[src/rtl/encoder_16to4_seq_if.sv]
// Request/select bus for the sequential 16:4 encoder.
interface encoder_16to4_seq_if;
  localparam int unsigned REQ_W  = 16;
  localparam int unsigned CODE_W = 4;

  logic [REQ_W-1:0]  req_in;
  logic              load;
  logic              ready;
  logic [CODE_W-1:0] code;
  logic              valid;
  logic              busy;
  logic              done;
  logic              zero;

  // Request producer / code consumer side
  modport master (
    output req_in, load, ready,
    input  code, valid, busy, done, zero
  );

  // Encoder side
  modport slave (
    input  req_in, load, ready,
    output code, valid, busy, done, zero
  );
endinterface

[src/rtl/encoder_16to4_seq.sv]
// Sequential 16:4 encoder: captures a request vector and emits the index of
// each set bit, one per accepted handshake, in fixed priority order.
module encoder_16to4_seq #(
  parameter bit LOW_FIRST = 1'b1
) (
  input  logic                 clk,
  input  logic                 rst,
  encoder_16to4_seq_if.slave   bus
);
  localparam int unsigned REQ_W  = 16;
  localparam int unsigned CODE_W = 4;

  typedef enum logic [0:0] {
    IDLE = 1'b0,
    EMIT = 1'b1
  } state_t;

  state_t              state, state_d;
  logic [REQ_W-1:0]    pending, pending_d;
  logic [CODE_W-1:0]   code_q, code_d;
  logic                valid_q, valid_d;
  logic                done_q, done_d;
  logic                zero_q, zero_d;
  logic [CODE_W-1:0]   sel;

  // Index of the highest-priority set bit; later loop hits override earlier ones
  function automatic logic [CODE_W-1:0] prio(input logic [REQ_W-1:0] p);
    logic [CODE_W-1:0] idx;
    idx = '0;
    for (int i = 0; i < int'(REQ_W); i++) begin
      if (LOW_FIRST) begin
        if (p[int'(REQ_W) - 1 - i]) idx = CODE_W'(int'(REQ_W) - 1 - i);
      end else begin
        if (p[i]) idx = CODE_W'(i);
      end
    end
    return idx;
  endfunction

  // State, pending vector and registered outputs
  always_ff @(posedge clk) begin
    if (rst) begin
      state   <= IDLE;
      pending <= '0;
      code_q  <= '0;
      valid_q <= 1'b0;
      done_q  <= 1'b0;
      zero_q  <= 1'b0;
    end else begin
      state   <= state_d;
      pending <= pending_d;
      code_q  <= code_d;
      valid_q <= valid_d;
      done_q  <= done_d;
      zero_q  <= zero_d;
    end
  end

  // Next-state logic; outputs are precomputed from next state so code/valid
  // never see a combinational path from ready, load or req_in
  always_comb begin
    state_d   = state;
    pending_d = pending;
    done_d    = 1'b0;
    zero_d    = 1'b0;
    sel       = prio(pending);
    case (state)
      IDLE: begin
        if (bus.load) begin
          if (bus.req_in != '0) begin
            pending_d = bus.req_in;
            state_d   = EMIT;
          end else begin
            zero_d = 1'b1;
          end
        end
      end
      EMIT: begin
        if (bus.ready) begin
          pending_d = pending & ~(REQ_W'(1) << sel);
          if (pending_d == '0) begin
            state_d = IDLE;
            done_d  = 1'b1;
          end
        end
      end
      default: begin
        state_d   = IDLE;
        pending_d = '0;
      end
    endcase
    valid_d = (state_d == EMIT);
    code_d  = valid_d ? prio(pending_d) : '0;
  end

  assign bus.code  = code_q;
  assign bus.valid = valid_q;
  assign bus.busy  = valid_q;
  assign bus.done  = done_q;
  assign bus.zero  = zero_q;
endmodule
[src/flat_wrapper.sv]
// flat-port wrapper written by rule: the top's interface ports become plain ports
module encoder_16to4_seq_flat 
#(
  parameter bit LOW_FIRST = 1'b1
)
  (clk, rst, bus_req_in, bus_load, bus_ready, bus_code, bus_valid, bus_busy, bus_done, bus_zero);
  encoder_16to4_seq_if bus_i ();
  input  logic clk;
  input  logic rst;
  input wire logic [$bits(bus_i.req_in)-1:0] bus_req_in;
  input wire logic [$bits(bus_i.load)-1:0] bus_load;
  input wire logic [$bits(bus_i.ready)-1:0] bus_ready;
  output wire logic [$bits(bus_i.code)-1:0] bus_code;
  output wire logic [$bits(bus_i.valid)-1:0] bus_valid;
  output wire logic [$bits(bus_i.busy)-1:0] bus_busy;
  output wire logic [$bits(bus_i.done)-1:0] bus_done;
  output wire logic [$bits(bus_i.zero)-1:0] bus_zero;
  assign bus_i.req_in = bus_req_in;
  assign bus_i.load = bus_load;
  assign bus_i.ready = bus_ready;
  assign bus_code = bus_i.code;
  assign bus_valid = bus_i.valid;
  assign bus_busy = bus_i.busy;
  assign bus_done = bus_i.done;
  assign bus_zero = bus_i.zero;
  encoder_16to4_seq #(.LOW_FIRST(LOW_FIRST)) u_core (.clk(clk), .rst(rst), .bus(bus_i));
endmodule
[config.mk]
export PLATFORM = sky130hd
export DESIGN_NAME = encoder_16to4_seq_flat
export DESIGN_NICKNAME = d
export VERILOG_FILES = /design/src/rtl/encoder_16to4_seq_if.sv /design/src/rtl/encoder_16to4_seq.sv /design/src/flat_wrapper.sv
export SDC_FILE = /design/constraint.sdc
export NUM_CORES = 1
export LEC_CHECK = 0
export BUFFER_PORTS_ARGS = -buffer_cell sky130_fd_sc_hd__buf_4
export CORE_MARGIN = 4
export CORE_UTILIZATION = 40
export DETAILED_ROUTE_END_ITERATION = 10
export HOLD_SLACK_MARGIN = 0.1
export PLACE_DENSITY = 0.69
export SETUP_SLACK_MARGIN = 0.02
export SYNTH_ARGS = -nofsm -noshare
export SYNTH_HDL_FRONTEND = slang
export SYNTH_SLANG_ARGS = --single-unit
[constraint.sdc]
create_clock -name clk -period 3.7 [get_ports clk]
set_input_delay 0.74 -clock clk [delete_from_list [all_inputs] [get_ports clk]]
set_output_delay 0.74 -clock clk [all_outputs]
set_load 0.005 [all_outputs]
Yosys cells after proc, flatten, opt, wreduce, memory -nomap -nowiden
Index checks and enable logic that the tools add are counted.
{ "word_totals": {"mem_bits_ro": 0, "output_inout_bits": 8, "ramBits": 0, "in_bits": 20, "regBits": 23, "mem_count": 0, "latch_bits": 0, "elab_cells": 65} }
{ "classes": {"n_div": 0, "n_lt_le_gt_ge": 0, "muxes": 42, "n_mul": 0, "eq_ne": 0, "n_addsub": 0, "n_reduce_logical": 8, "n_bitwise": 6, "shifts": 1} }
{ "ops": {"columns": ["op", "n"], "rows": [
  ["$mux W4", 24],
  ["$mux W16", 3],
  ["$pmux W16 S2", 1],
  ["$and A16 B16 Y16", 1],
  ["$logic_not A16 Y1", 1],
  ["$not A16 Y16", 1],
  ["$reduce_bool A16 Y1", 1],
  ["$shl A1 B4 Y16 const A", 1],
  ["$mux W3", 4],
  ["$reduce_or A10 Y1", 1],
  ["$reduce_or A3 Y1", 3],
  ["$mux W1", 7],
  ["$reduce_or A6 Y1", 1],
  ["$mux W2", 2],
  ["$not A1 Y1", 4],
  ["$reduce_or A4 Y1", 1],
  ["$pmux W1 S2", 1]
]} }

Logic depth before layout (Yosys ltp)
{ "depth": {"word_depth": 36, "ltp_mapped": 10, "depth_no_buf": 8} }

Worst setup path after synthesis
Ideal clock, no wire load.
{ "synth_path": {"kind": "input to register", "start": "input bus_req_in[14]", "end": "register u_core.code_q[1], in the netlist u_core.bus.code[1]", "arrival_time_ps": 2656, "setup_ps": 88, "stages": 8, "setup_slack_ps": 956, "n_path_buf": 0, "required_ps": 3612, "path_cell_list": "nor4_1 nand4_1 nand2_1 mux2_2 o21ai_0 a21oi_1 a211o_1 a311oi_2"} }
{ "synth_between": {"elab_chain_len": 18, "word_cells_on_any_way": 23, "cone_classes": "mux (20); bitwise (1); reduce/logical (2)"} }
{ "synth_rtl": {"columns": ["element", "line", "text"], "rows": [
  ["from (decl)", "flat_wrapper.sv:10", "input wire logic [$bits(bus_i.req_in)-1:0] bus_req_in;"],
  ["$reduce_bool A16 Y1", "encoder_16to4_seq.sv:70", "if (bus.req_in != '0) begin"],
  ["$mux W16", "encoder_16to4_seq.sv:70", null],
  ["$mux W16", "encoder_16to4_seq.sv:69", "if (bus.load) begin"],
  ["$pmux W16 S2", "encoder_16to4_seq.sv:67", "case (state)"],
  ["$mux W4 (8 in series)", "encoder_16to4_seq.sv:32", "if (p[int'(REQ_W) - 1 - i]) idx = CODE_W'(int'(REQ_W) - 1 - i);"],
  ["$mux W3 (4 in series)", "encoder_16to4_seq.sv:32", null],
  ["$mux W2 (2 in series)", "encoder_16to4_seq.sv:32", null],
  ["to (signal assigned)", "encoder_16to4_seq.sv:52", "code_q <= code_d;"],
  ["to (decl)", "encoder_16to4_seq.sv:20", "logic [CODE_W-1:0] code_q, code_d;"]
]} }
Several ways; a longest one is shown, not always the timed one.
A chain may end at the register's enable or synchronous reset.

Worst setup path after layout
{ "layout_path": {"start": "register u_core.pending[5]", "end": "register u_core.code_q[3], in the netlist u_core.bus.code[3]"} }
{ "layout_between": {"elab_chain_len": 19, "word_cells_on_any_way": 27, "cone_classes": "shift (1); mux (21); bitwise (3); reduce/logical (2)"} }
{ "layout_rtl": {"columns": ["element", "line", "text"], "rows": [
  ["from (decl)", "encoder_16to4_seq.sv:19", "logic [REQ_W-1:0] pending, pending_d;"],
  ["from (signal assigned)", "encoder_16to4_seq.sv:51", "pending <= pending_d;"],
  ["$mux W4 (6 in series)", "encoder_16to4_seq.sv:32", null],
  ["$shl A1 B4 Y16", "encoder_16to4_seq.sv:80", "pending_d = pending & ~(REQ_W'(1) << sel);"],
  ["$not A16 Y16", "encoder_16to4_seq.sv:80", null],
  ["$and A16 B16 Y16", "encoder_16to4_seq.sv:80", null],
  ["$mux W16", "encoder_16to4_seq.sv:79", "if (bus.ready) begin"],
  ["$pmux W16 S2", "encoder_16to4_seq.sv:67", null],
  ["$mux W4 (8 in series)", "encoder_16to4_seq.sv:32", null]
]} }
Several ways; a longest one is shown, not always the timed one.

==> results.sh <==
export IMPL_outcome="finished, final reports clean"
export IMPL_ioPinCount=28
export IMPL_drcViolationCount=0
export IMPL_synth_top_cell_area_share=0.2509
export IMPL_fin_nets=286
export IMPL_finalSetupViolCount=0
export IMPL_root_buffer="clkbuf_8"
export IMPL_grtUsageTotal=0.2399
export IMPL_dr_pass1_iters=5
export IMPL_max_freq_ghz=0.3245
export IMPL_io_buffers=27
export IMPL_cts_resized=0
export IMPL_layout_drive_gt1_share=0.1887
export IMPL_max_slew_margin_rel=0.4007
export IMPL_core_area_mm2=0.004384
export IMPL_htreeDepth=1
export IMPL_rsz0062_at_grt="false"
export IMPL_vias=2134
export IMPL_hold_ws_ns=0.7117
export IMPL_use_met1=0.3381
export IMPL_yosys_warnings=0
export IMPL_maxCapViolCount=0
export IMPL_synth_ff_type="dfxtp_1"
export IMPL_worst_path_largest_cell_delay_ns=0.45
export IMPL_grt_busiest_layer="met2"
export IMPL_syn_nets=264
export IMPL_worst_slew_pin_slew_ns=0.8956
export IMPL_multi_input_area_mm2=0.001276
export IMPL_synth_largest_area_cell="dfxtp_1"
export IMPL_cp_start_kind="flop"
export IMPL_path_cells="or3b_1 > a311oi_1 > a21oi_1 > buf_4 > o41ai_1 > nand2_1 > a22oi_1 > nand3_1 > nor4_1"
export IMPL_initial_core_util=0.4187
export IMPL_grt_pass1_wl_mm=10.38
export IMPL_post_cts_buffers=0
export IMPL_crit_family="compound AO/OA/AOI/OAI gates"
export IMPL_drtIter0Drc=348
export IMPL_fp_dieH_um=75.74
export IMPL_syn_area_mm2=0.001836
export IMPL_synth_cell_types=65
export IMPL_avgRoutedWirePerCell_um=20.47
export IMPL_hpwl_mm=4.861
export IMPL_fillers=456
export IMPL_wl_mm=6.488
export IMPL_async_reset_ff_frac=0
export IMPL_place_congestion=0.9595
export IMPL_antenna_cells=0
export IMPL_ant_nets=0
export IMPL_p_leak_nw=0.8059
export IMPL_stdcell_count=317
export IMPL_syn_area_per_cell_um2=7.523
export IMPL_worst_setup_path_type="reg2reg"
export IMPL_end_kind="flop"
export IMPL_crit_fanout=12
export IMPL_finalCritPeriodShare=0.8328
export IMPL_antenna_found_initial=0
export IMPL_synth_area_top_cells="dfxtp_1, nor2_1, a21oi_1"
export IMPL_cts_tree="done"
export IMPL_die_area_mm2=0.005737
export IMPL_crit_buf_inv=1
export IMPL_clock_skew_ns=0.003764
export IMPL_worst_endpoint_required_ns=3.89
export IMPL_cts_sinks=23
export IMPL_cts_clk_slew_worst_paths_ns=0.10
export IMPL_fin_crit_ns=3.081
export IMPL_synth_most_common_cell="nor2_1"
export IMPL_syn_inst=244
export IMPL_hold_viol=0
export IMPL_dp_cells=313
export IMPL_min_path_type="reg2reg"
export IMPL_grt_ovfl_total=0
export IMPL_p_per_area_mw_per_mm2=398.6
export IMPL_vdd_drop_max_mv=0.2067
export IMPL_clock_latency_ns=0.28
export IMPL_tns_ns=0
export IMPL_synth_edff_count=0
export IMPL_slew_viol_final=0
export IMPL_clock_path_buffers=2
export IMPL_ys_seq_elements=23
export IMPL_viasPerCell=6.732
export IMPL_numCtsBuffers=3
export IMPL_met2_usage=0.3574
export IMPL_slowest_stage="dfxtp_1"
export IMPL_grtUsageMet3=0.05805
export IMPL_grt_pass1_vias=1988
export IMPL_arrival_ns=3.27
export IMPL_grt_max_degree=20
export IMPL_cts_hold_buffers_added=0
export IMPL_yosysSeqAreaShare=0.2509
export IMPL_syn2layout_area_growth_pct=14.79
export IMPL_die_width_um=75.74
export IMPL_synth_common_cells="nor2_1, dfxtp_1, a21oi_1, nand2_1, nor4_1"
export IMPL_seq_area_um2=460.4
export IMPL_row_count=24
[layout make-up]
type,count,share of cell area
clock buffers,3,0.01960
inverters,5,0.008907
flip-flops and latches,23,0.2185
well taps,52,0.03088
clock inverters,1,0.002375
multi-input cells,201,0.6057
repair buffers,32,0.1140
[report_power, final]
part	internal (mW)	switching, mW
Clock	0.0757	0.0960
Sequential	0.265	0.0363
Combinational	0.146	0.220
[flip-flops by register name, indices dropped and copies added (netlist names)]
name / count
u_core.bus.code: 4
u_core.bus.done: 1
u_core.bus.zero: 1
u_core.bus.busy: 1
u_core.pending: 16
[stage by stage]
step | util | setup slack (ns) | area, um^2 | power, mW
2_1_floorplan | - | 0.9562 | 1836 | 0.5532
3_3_place_gp | 0.4700 | 0.5156 | 2061 | 0.6631
3_5_place_dp | 0.4700 | 0.5071 | 2061 | 0.6620
4_1_cts | 0.4806 | 0.6565 | 2107 | 0.8273
5_1_grt | 0.4806 | 0.3106 | 2107 | 0.8917
6_report | 0.4806 | 0.6185 | 2107 | 0.8399
[placed cells by master (no fill, tap or decap), types with 2 or more instances in the layout]
cell type	count
nor2_1	34
buf_4	32
dfxtp_1	23
a21oi_1	20
nand2_1	19
nor4_1	12
nand4_1	9
o21ai_0	9
inv_1	5
nor3_1	5
o31ai_1	5
nand3_1	5
nand2b_1	4
nor2b_1	4
or3_1	4
a211o_1	4
o211ai_1	4
a31oi_1	4
or4_1	3
a21o_1	3
mux2_2	3
a22oi_1	3
a22o_1	3
clkbuf_8	3
and4_1	2
or4_4	2
o31a_1	2
o21a_1	2
and2_1	2
o41ai_1	2
[per-layer routing]
metal  share of wire  routed length [um]
met5               0                   0
met4           0.019                 123
met3            0.11                 689
met2            0.45                2944
met1            0.42                2730
[worst paths after layout]
path,startpoint,to,slack (ns),cells after the start
setup reg to reg,u_core.pending[5],u_core.bus.code[3],0.62,9
setup / recovery,u_core.pending[5],u_core.bus.code[3],0.62,9
hold / removal,u_core.pending[14],u_core.pending[14],0.71,3
hold reg to reg,u_core.pending[14],u_core.pending[14],0.71,3
[worst register-to-register path, stage by stage (launching register included)]
cell and delay, ns:
dfxtp_1 0.45, or3b_1 0.42, a311oi_1 0.38, a21oi_1 0.22
buf_4 0.22, o41ai_1 0.35, nand2_1 0.11, a22oi_1 0.41
nand3_1 0.17, nor4_1 0.26
[logic make-up (layout without fill, tap and decap cells)]
| group | Yosys count | in the layout | synth area share |
|---|---|---|---|
| AO/OA/AOI/OAI | 81 | 81 | 0.3258 |
| multiplexers | 4 | 4 | 0.02386 |
| flip-flops | 23 | 23 | 0.2509 |
| AND/OR/NAND/NOR | 116 | 116 | 0.3456 |
| buffers and inverters | 20 | 41 | 0.05385 |
Power figures use the tool's default switching activity.
